### config.mk
export PLATFORM = sky130hd
export DESIGN_NAME = reporte_uart_ocupacion
export DESIGN_NICKNAME = d
export VERILOG_FILES = /design/src/rtl/reporte_uart_ocupacion_pkg.sv /design/src/rtl/reporte_uart_ocupacion_uart_tx.sv /design/src/rtl/reporte_uart_ocupacion.sv
export SDC_FILE = /design/constraint.sdc
export NUM_CORES = 1
export LEC_CHECK = 0
export CAP_MARGIN = 20
export CORE_ASPECT_RATIO = 0.7
export CORE_MARGIN = 5
export CORE_UTILIZATION = 30
export CTS_BUF_LIST = sky130_fd_sc_hd__clkbuf_4 sky130_fd_sc_hd__clkbuf_8
export DETAILED_ROUTE_END_ITERATION = 10
export GPL_ROUTABILITY_DRIVEN = 0
export PLACE_DENSITY = 0.57
export SLEW_MARGIN = 40
export SYNTH_ARGS = -nofsm -noshare
export SYNTH_HDL_FRONTEND = slang
export SYNTH_SLANG_ARGS = --single-unit
### constraint.sdc
create_clock -name clk -period 1.6 [get_ports clk]
set_input_delay 0.32 -clock clk [delete_from_list [all_inputs] [get_ports clk]]
set_output_delay 0.32 -clock clk [all_outputs]
set_load 0.05 [all_outputs]
### src/rtl/reporte_uart_ocupacion_pkg.sv
// Shared constants and encodings for the parking-lot occupancy UART reporter.
package reporte_uart_ocupacion_pkg;

  localparam logic [7:0] CHAR_E  = 8'h45;
  localparam logic [7:0] CHAR_S  = 8'h53;
  localparam logic [7:0] CHAR_L  = 8'h4C;
  localparam logic [7:0] CHAR_0  = 8'h30;
  localparam logic [7:0] CHAR_LF = 8'h0A;

  localparam int unsigned MSG_LEN = 3;

  typedef enum logic [1:0] {SEQ_IDLE, SEQ_LOAD, SEQ_SEND} seq_state_t;

  typedef enum logic [1:0] {TX_IDLE, TX_START, TX_DATA, TX_STOP} tx_state_t;

  typedef enum logic {EVT_ENTRY = 1'b0, EVT_EXIT = 1'b1} evt_t;

  typedef struct packed {
    evt_t       tipo;
    logic [2:0] cuenta;
  } evento_t;

endpackage

### src/rtl/reporte_uart_ocupacion_uart_tx.sv
// UART 8N1 transmitter; the start bit is driven in the same cycle start is seen,
// so consecutive frames issued right after done are gapless.
module uart_tx_8n1
  import reporte_uart_ocupacion_pkg::*;
#(
  parameter int unsigned BAUD_DIV = 104
) (
  input  logic       clk,
  input  logic       rst,
  input  logic       start,
  input  logic [7:0] data,
  output logic       tx,
  output logic       done
);

  localparam int unsigned    CW   = (BAUD_DIV > 2) ? $clog2(BAUD_DIV) : 1;
  localparam logic [CW-1:0]  LAST = CW'(BAUD_DIV - 1);

  tx_state_t     r_state, w_next;
  logic [CW-1:0] r_cnt;
  logic [2:0]    r_bit;
  logic [7:0]    r_data;
  logic          w_bit_end;

  assign w_bit_end = (r_cnt == LAST);

  always_ff @(posedge clk) begin
    if (rst) begin
      r_state <= TX_IDLE;
      r_cnt   <= '0;
      r_bit   <= '0;
      r_data  <= '0;
    end else begin
      r_state <= w_next;
      if (r_state == TX_IDLE) begin
        if (start) begin
          // The start cycle itself is the first cycle of the start bit.
          r_data <= data;
          r_cnt  <= CW'(1);
          r_bit  <= '0;
        end
      end else begin
        r_cnt <= w_bit_end ? '0 : r_cnt + CW'(1);
        if (r_state == TX_DATA && w_bit_end) r_bit <= r_bit + 3'd1;
      end
    end
  end

  always_comb begin
    w_next = r_state;
    tx     = 1'b1;
    done   = 1'b0;
    case (r_state)
      TX_IDLE: begin
        tx = ~start;
        if (start) w_next = TX_START;
      end
      TX_START: begin
        tx = 1'b0;
        if (w_bit_end) w_next = TX_DATA;
      end
      TX_DATA: begin
        tx = r_data[r_bit];
        if (w_bit_end && r_bit == 3'd7) w_next = TX_STOP;
      end
      TX_STOP: begin
        if (w_bit_end) begin
          done   = 1'b1;
          w_next = TX_IDLE;
        end
      end
      default: w_next = TX_IDLE;
    endcase
  end

endmodule

### src/rtl/reporte_uart_ocupacion.sv
// Occupancy reporter: queues entry/exit events and sends "<E|S><digit>\n" over UART.
// Build option REPORTE_LLENO_EN: an entry reaching count 7 is reported as 'L'.
module reporte_uart_ocupacion
  import reporte_uart_ocupacion_pkg::*;
#(
  parameter int unsigned CLK_FREQ   = 12000000,
  parameter int unsigned BAUD       = 115200,
  parameter int unsigned FIFO_DEPTH = 4
) (
  input  logic       clk,
  input  logic       rst,
  input  logic       s,
  input  logic       r,
  input  logic [2:0] leds,
  output logic       tx,
  output logic       busy,
  output logic       overflow
);

  localparam int unsigned BAUD_DIV = CLK_FREQ / BAUD;
  localparam int unsigned AW       = $clog2(FIFO_DEPTH);

  logic       r_cap_vld;
  evt_t       r_cap_tipo;

  evento_t    r_mem [FIFO_DEPTH];
  logic [AW:0] r_wp, r_rp;
  logic       w_empty, w_full, w_push, w_pop;
  logic       r_ovf;

  seq_state_t r_seq, w_seq_next;
  evento_t    r_ent;
  logic [1:0] r_idx;
  logic [7:0] w_byte;
  logic       w_start, w_done;

  assign w_empty = (r_wp == r_rp);
  assign w_full  = (r_wp[AW] != r_rp[AW]) && (r_wp[AW-1:0] == r_rp[AW-1:0]);
  assign w_pop   = (r_seq == SEQ_IDLE) && !w_empty;
  // A same-cycle pop frees a slot, so a push into a full queue still lands.
  assign w_push  = r_cap_vld && (!w_full || w_pop);

  always_ff @(posedge clk) begin
    if (rst) begin
      r_cap_vld  <= 1'b0;
      r_cap_tipo <= EVT_ENTRY;
      r_wp       <= '0;
      r_rp       <= '0;
      r_ovf      <= 1'b0;
    end else begin
      r_cap_vld  <= s ^ r;
      r_cap_tipo <= r ? EVT_EXIT : EVT_ENTRY;
      if (w_push) r_wp <= r_wp + (AW+1)'(1);
      if (w_pop)  r_rp <= r_rp + (AW+1)'(1);
      if (r_cap_vld && !w_push) r_ovf <= 1'b1;
    end
  end

  always_ff @(posedge clk) begin
    if (w_push) r_mem[r_wp[AW-1:0]] <= '{tipo: r_cap_tipo, cuenta: leds};
  end

  always_ff @(posedge clk) begin
    if (rst) begin
      r_seq <= SEQ_IDLE;
      r_ent <= '{tipo: EVT_ENTRY, cuenta: 3'd0};
      r_idx <= '0;
    end else begin
      r_seq <= w_seq_next;
      if (w_pop) begin
        r_ent <= r_mem[r_rp[AW-1:0]];
        r_idx <= '0;
      end else if (r_seq == SEQ_SEND && w_done && r_idx != 2'(MSG_LEN - 1)) begin
        r_idx <= r_idx + 2'd1;
      end
    end
  end

  always_comb begin
    w_seq_next = r_seq;
    w_start    = 1'b0;
    case (r_seq)
      SEQ_IDLE: if (!w_empty) w_seq_next = SEQ_LOAD;
      SEQ_LOAD: begin
        w_start    = 1'b1;
        w_seq_next = SEQ_SEND;
      end
      SEQ_SEND: if (w_done) w_seq_next = (r_idx == 2'(MSG_LEN - 1)) ? SEQ_IDLE : SEQ_LOAD;
      default:  w_seq_next = SEQ_IDLE;
    endcase
  end

  always_comb begin
    w_byte = CHAR_LF;
    case (r_idx)
      2'd0: begin
        w_byte = (r_ent.tipo == EVT_EXIT) ? CHAR_S : CHAR_E;
`ifdef REPORTE_LLENO_EN
        if (r_ent.tipo == EVT_ENTRY && r_ent.cuenta == 3'd7) w_byte = CHAR_L;
`endif
      end
      2'd1:    w_byte = CHAR_0 + {5'd0, r_ent.cuenta};
      default: w_byte = CHAR_LF;
    endcase
  end

  uart_tx_8n1 #(.BAUD_DIV(BAUD_DIV)) u_tx (
    .clk   (clk),
    .rst   (rst),
    .start (w_start),
    .data  (w_byte),
    .tx    (tx),
    .done  (w_done)
  );

  assign busy     = (r_seq != SEQ_IDLE) || !w_empty;
  assign overflow = r_ovf;

endmodule

==> summary.txt, run 1 <==
Power
  • Max VDD drop: 0.408 mV
  • Leakage: 1.26 nW
  • P per Cell Area: 1430 nW/µm²
  • PnR Total Power: 0.00482 W

Final layout
  • Fillers: 794
  • Layout Nets: 311
  • Most frequent cells in the layout: buf_4, nor2_1, dfxtp_1
  • Layout area overhead: 31.3%
  • Share of layout cells above drive strength 1: 0.328
  • N_diodes: 0
  • Commonest non-fill, non-tap cell in the layout: buf_4

Placement
  • Dpl hpwl: 3.80 mm
  • PortBufs: 9
  • Worst slack, placed: -0.0246 ns

Synthesis
  • Cell count after synthesis: 240
  • Post-Syn Nets: 265
  • Largest family of logic cells by synthesized area: simple AND/OR/NAND/NOR gates
  • Ys flop type: dfxtp_1
  • Post-synth EDFFs: 16
  • Simple-gate share of the synthesized area: 0.165
  • Post-synth cell types: 43
  • Warnings from Yosys: 0
  • Xor/xnor share of the synthesized area: 0.0401
  • Post-synthesis sequential area ratio: 0.469
  • Syn Area/Cell: 10.7 µm²
  • Mux contribution to synthesized area: 0.0904
  • Post-synthesis compound-gate area fraction: 0.117
  • Post-synthesis adder-cell area fraction: 0.0879
  • Synth Cell Area: 2560 µm²
  • Asr flop ratio synth: 0
  • #FFs+latches synth: 52

Clock tree
  • CTS Buf Count: 5
  • H-Tree Depth: 2
  • Root Buffer: clkbuf_8
  • Latest clock arrival within the worst-skew pair: 0.31 ns
  • Reg clk slew, reported paths: 0.10 ns
  • Clk sinks: 52
  • Hold Buf Count CTS: 0
  • TritonCTS clock tree: yes
  • Clock tree buffer depth: 2

Routing
  • Vias per inst: 4.82
  • Avg WL per Cell: 13.5 µm
  • Routed Antenna Nets: 0
  • Routed WL: 5.28 mm
  • Via count: 1,888
  • DRC viols: 0
  • Initial DRC count: 127
  • Drt pass-1 iters: 4

Timing
  • Hold Violations, Final: 0
  • FMAX: 527 MHz
  • Min setup slack post-route: -0.299 ns
  • Slew margin rel.: 0.795
  • Minimum clock period: 1.90 ns
  • Layout Skew: 0.0102 ns
  • RSZ-0062 raised after global routing: yes
  • Final setup vio count: 1
  • Final Cycle Share: 1.19
  • Final Max Slew Viols: 0
  • Worst slew pin tran: 0.306 ns

Critical path
  • CP endpoint kind: output port
  • CP Max Fanout: 2
  • R2R depth: 6
  • Worst Path Arrival: 1.58 ns
  • Data required, critical path: 1.28 ns
  • Crit-path cells: mux4_2 > o211ai_1 > nand2_2 > buf_12
  • R2r setup slk: 0.04 ns
  • Critical path class: flop to output port
  • RR Endpoint: u_tx.r_state[0]
  • CP max stage cell: mux4_2
  • CP max stage delay: 0.48 ns
  • Startpoint Class: flop
  • Worst r2r src: u_tx.r_state[0]

Outcome
  • Failing checks: setup timing
  • Status: complete, but fails checks

Hold path
  • Hold crit path type: flop to flop
  • Hold Crit Depth: 2
  • Hold path start: u_tx.r_data[6]
  • Hold Path End: u_tx.r_data[6]

GRT
  • First-pass GRT wire length: 8.91 mm
  • Total Routing Usage GR: 0.105
  • Initial antenna violation count: 0
  • Grt total ovfl: 0
  • Pin count of the biggest net entering global routing: 21
  • Number of global-route vias before repair: 1,824

Floorplan
  • Die H: 87.3 µm
  • FP Rows: 28
  • Initial Util: 0.306
  • Placeable Area: 8370 µm²
  • Die area: 10,500 µm²
  • DIE WIDTH: 120 µm
  • I/O pins: 10

Flow run
  • Max_cap viols: 0
[routing by layer]
metal | global-route usage | vias up | wire length, µm
li1 | - | 959 | -
met1 | 0.154 | 902 | 2810
met2 | 0.156 | 19 | 2270
met3 | 0.0221 | 8 | 135
met4 | 0.0319 | 0 | 63
met5 | 0 | - | 0
[power by group]
part | internal (W) | switching, W
Clock | 0.000472 | 0.000459
Combinational | 0.00113 | 0.00105
Sequential | 0.00155 | 0.000159
[flip-flops by register name, indices dropped and copies added, names as in the netlist]
| signal | cells |
|---|---|
| r_cap_vld | 1 |
| overflow | 1 |
| r_wp | 3 |
| r_mem | 16 |
| u_tx.r_cnt | 7 |
| r_cap_tipo | 1 |
| u_tx.r_data | 7 |
| r_idx | 2 |
| r_rp | 3 |
| u_tx.r_bit | 3 |
| u_tx.r_state | 2 |
| r_seq | 2 |
| r_ent | 4 |
[layout make-up]
class                      instances  area, µm²  area share
clock buffer                       5       68.8      0.0205
tap                              105        131      0.0391
inverter                          11       41.3      0.0123
sequential                        52       1220       0.364
multi-input combinational        168       1440       0.427
timing repair buffer              48        417       0.124
clock inverter                     3       46.3      0.0138
[synth_stat cells (6+ instances only)]
library cell | instances | area, µm²
xnor2_1 | 6 | 52.6
dfxtp_1 | 36 | 721
a21oi_1 | 9 | 45.0
ha_1 | 18 | 225
mux2i_1 | 10 | 100
and2_1 | 6 | 37.5
nand2_1 | 12 | 45.0
o21ai_0 | 6 | 30.0
nand3_1 | 6 | 30.0
nor2_1 | 30 | 113
inv_1 | 11 | 41.3
clkbuf_1 | 7 | 26.3
edfxtp_1 | 16 | 480
nor3_1 | 9 | 45.0
nand2b_1 | 6 | 37.5
[worst max-delay path, delay by kind of cell (launching register included)]
| kind | cells | cell delay (ns) |
|---|---|---|
| multiplexers | 1 | 0.48 |
| flip-flops | 1 | 0.35 |
| AO/OA/AOI/OAI | 1 | 0.19 |
| buffers and inverters | 1 | 0.15 |
| AND/OR/NAND/NOR | 1 | 0.09 |
[cell families (layout without fill, tap and decap cells)]
kind of cell / count (synthesis) / in the layout
simple gates: 85 / 85
xor+xnor: 10 / 10
compound gates: 39 / 39
buf+inv: 20 / 67
mux: 16 / 16
fa+ha+maj: 18 / 18
flops: 52 / 52
[through the flow]
| stage | util | setup TNS [ns] | instances | hold slack (ns) | instance area [µm²] |
|---|---|---|---|---|---|
| 5_1_grt | 0.402 | -0.428 | 392 | 0.490 | 3360 |
| 3_5_place_dp | 0.363 | -0.0435 | 378 | 0.451 | 3040 |
| 4_1_cts | 0.385 | -0.323 | 391 | 0.465 | 3220 |
| 2_1_floorplan | - | -0.0388 | 240 | 0.419 | 2580 |
| 3_3_place_gp | 0.363 | 0 | 378 | 0.447 | 3040 |
| 6_report | 0.402 | -0.299 | 392 | 0.462 | 3360 |
[timing repair]
item,CTS,global route
buffers inserted,6,1
pin swaps,7,6
setup endpoints to repair,9,31
gates resized for setup,16,28
[worst max-delay path by stage]
stage                    startpoint            end  slack, ns
finish                u_tx.r_bit[0]             tx      -0.30
global route          u_tx.r_bit[0]             tx      -0.41
CTS                   u_tx.r_bit[0]             tx      -0.32
detailed placement  u_tx.r_state[1]  u_tx.r_bit[1]      -0.02
global placement      u_tx.r_bit[0]             tx       0.02
floorplan           u_tx.r_state[0]             tx      -0.03
Note: power is estimated with default switching activity, not from simulation.
==> run 2: changes to the inputs <==
- clock period: 1.6 -> 1.7 ns (I/O delays scaled with it)
==> run 2 against run 1 <==
  * The run still ends with setup timing left
  * Clock skew decreased by 0.0066 ns
  * Total power decreased by 16%
  * First-iteration DRC count decreased by 11%
  * Clock power decreased by 29%
  * Final area decreased by 6.6%
  * Clock-buffer cell count unchanged
  * Non-clock buffer count decreased by 5
  * Final cell count decreased by 1.3%
  * Critical path depth unchanged
  * Via count decreased by 3.2%
  * Wire length decreased by 7.8%
  * Global-route usage decreased by 0.65 points
  * Largest cell class unchanged
==> summary.txt, run 2 (synthesis gave the netlist of run 1 again) <==
Outcome
  • Status: complete, but fails checks
  • Failing checks: setup timing

Timing
  • Final Cycle Share: 1.14
  • Final setup vio count: 1
  • Min setup slack post-route: -0.233 ns
  • Layout Skew: 0.00360 ns
  • Hold Violations, Final: 0
  • Minimum clock period: 1.93 ns
  • Hold_ws: 0.461 ns
  • RSZ-0062 raised after global routing: yes
  • FMAX: 517 MHz
  • Final Max Slew Viols: 0
  • Setup TNS: -0.233 ns
  • Slew margin rel.: 0.717
  • Worst slew pin tran: 0.425 ns

GRT
  • Met2 GRT Util: 0.144
  • Met3 Usage GRT: 0.0247
  • First-pass GRT wire length: 8.38 mm
  • Total Routing Usage GR: 0.0988
  • Layer carrying the most global-route usage: met2
  • Grt total ovfl: 0
  • Number of global-route vias before repair: 1,804
  • Pin count of the biggest net entering global routing: 23
  • Initial antenna violation count: 0
  • Routing usage on met1: 0.143

Final layout
  • Layout area overhead: 22.6%
  • N_diodes: 0
  • Max reg flops: 16
  • Final std cells w/o fill: 387
  • Fillers: 815
  • Layout Nets: 306
  • Final instance area: 3140 µm²
  • Most frequent cells in the layout: buf_4, dfxtp_1, nor2_1
  • Commonest non-fill, non-tap cell in the layout: buf_4
  • Share of layout cells above drive strength 1: 0.234

Critical path
  • CP max stage cell: mux4_2
  • Startpoint Class: flop
  • CP bufs+invs: 1
  • Critical path class: flop to output port
  • CP endpoint kind: output port
  • R2r setup slk: 0.11 ns
  • CP max stage delay: 0.48 ns
  • Worst Path Arrival: 1.59 ns
  • CP Max Fanout: 2
  • Data required, critical path: 1.36 ns
  • Cell family with most CP delay: multiplexers
  • Crit-path cells: mux4_2 > o211ai_1 > nand2_2 > buf_12

Placement
  • Post-DP Area: 2980 µm²
  • Dpl hpwl: 3.65 mm
  • Dpl cells: 374
  • PortBufs: 9

Routing
  • Routed WL: 4.87 mm
  • Routed Antenna Nets: 0
  • Avg WL per Cell: 12.6 µm
  • Drt pass-1 iters: 4
  • Via count: 1,828
  • DRC viols: 0
  • Initial DRC count: 113
  • Vias per inst: 4.72

Power
  • PnR Total Power: 0.00403 W
  • Max VDD drop: 0.393 mV
  • P per Cell Area: 1280 nW/µm²
  • Leakage: 1.21 nW

Floorplan
  • FP Rows: 28
  • Placeable Area: 8370 µm²
  • Die area: 10,500 µm²
  • Die H: 87.3 µm
  • DIE WIDTH: 120 µm
  • Initial Util: 0.306
  • I/O pins: 10

Clock tree
  • Latest clock arrival within the worst-skew pair: 0.30 ns
  • Clk sinks: 52
  • CTS Buf Count: 5
  • Reg clk slew, reported paths: 0.09 ns
  • Clock tree buffer depth: 2
  • H-Tree Depth: 2
  • Hold Buf Count CTS: 0
  • TritonCTS clock tree: yes
  • Root Buffer: clkbuf_8

Hold path
  • Hold crit path type: flop to flop

Flow run
  • Max_cap viols: 0
run 2: cell types whose count changed in the layout (fill, tap and decap cells not counted), moves of 3 or more:
cell,before,now
dfxtp_4,3,0
dfxtp_2,9,5
buf_4,38,35
ha_1,13,17
and2_2,3,0
ha_4,3,0
and2_1,3,6
dfxtp_1,24,31
run 2: what timing repair did:
| action | 4_1_cts | 5_1_grt |
|---|---|---|
| pin swaps | 4 | 5 |
| gates resized for setup | 6 | 5 |
| cloned | 0 | 0 |
| buffers inserted | 2 | 3 |
| endpoints found under the setup margin | 2 | 12 |
run 2: report_power, final:
group          switching (W)  internal [W]
clock               0.000385      0.000280
combinational       0.000901      0.000880
sequential          0.000138       0.00145
total                0.00142       0.00261
run 2: routing by layer:
metal  vias to the layer above  wire length, µm
met5                         -                0
met4                         0               63
met3                         6              206
met2                        20             2010
met1                       856             2590
li1                        946                -
run 2: worst register-to-register path, cell delays in order (launching register included):
cell,delay (ns)
dfxtp_1,0.34
inv_1,0.10
ha_2,0.23
or3_1,0.40
o41ai_2,0.08
o21ai_1,0.14
a221oi_2,0.23
run 2: cell type report:
class                   instances  area, µm²  area share
multi-input cells             168       1320       0.419
clock buffers                   5       68.8      0.0219
repair buffers                 43        363       0.116
inverters                      11       41.3      0.0131
well taps                     105        131      0.0418
flip-flops and latches         52       1210       0.384
clock inverters                 3       13.8     0.00438
run 2: path summary, 6_finish.rpt:
check / startpoint / end / cells after the start
max reg2reg: u_tx.r_state[0] / u_tx.r_state[0] / 6
max: u_tx.r_bit[0] / tx / 4
min: u_tx.r_data[5] / u_tx.r_data[5] / 2
min reg2reg: u_tx.r_data[5] / u_tx.r_data[5] / 2
run 2: metrics by stage:
step / util / setup slack (ns)
after floorplan: - / 0.0274
after global placement: 0.356 / 0.0883
after detailed placement: 0.356 / 0.0352
after global routing: 0.375 / -0.326
final: 0.375 / -0.233
after CTS: 0.371 / -0.272
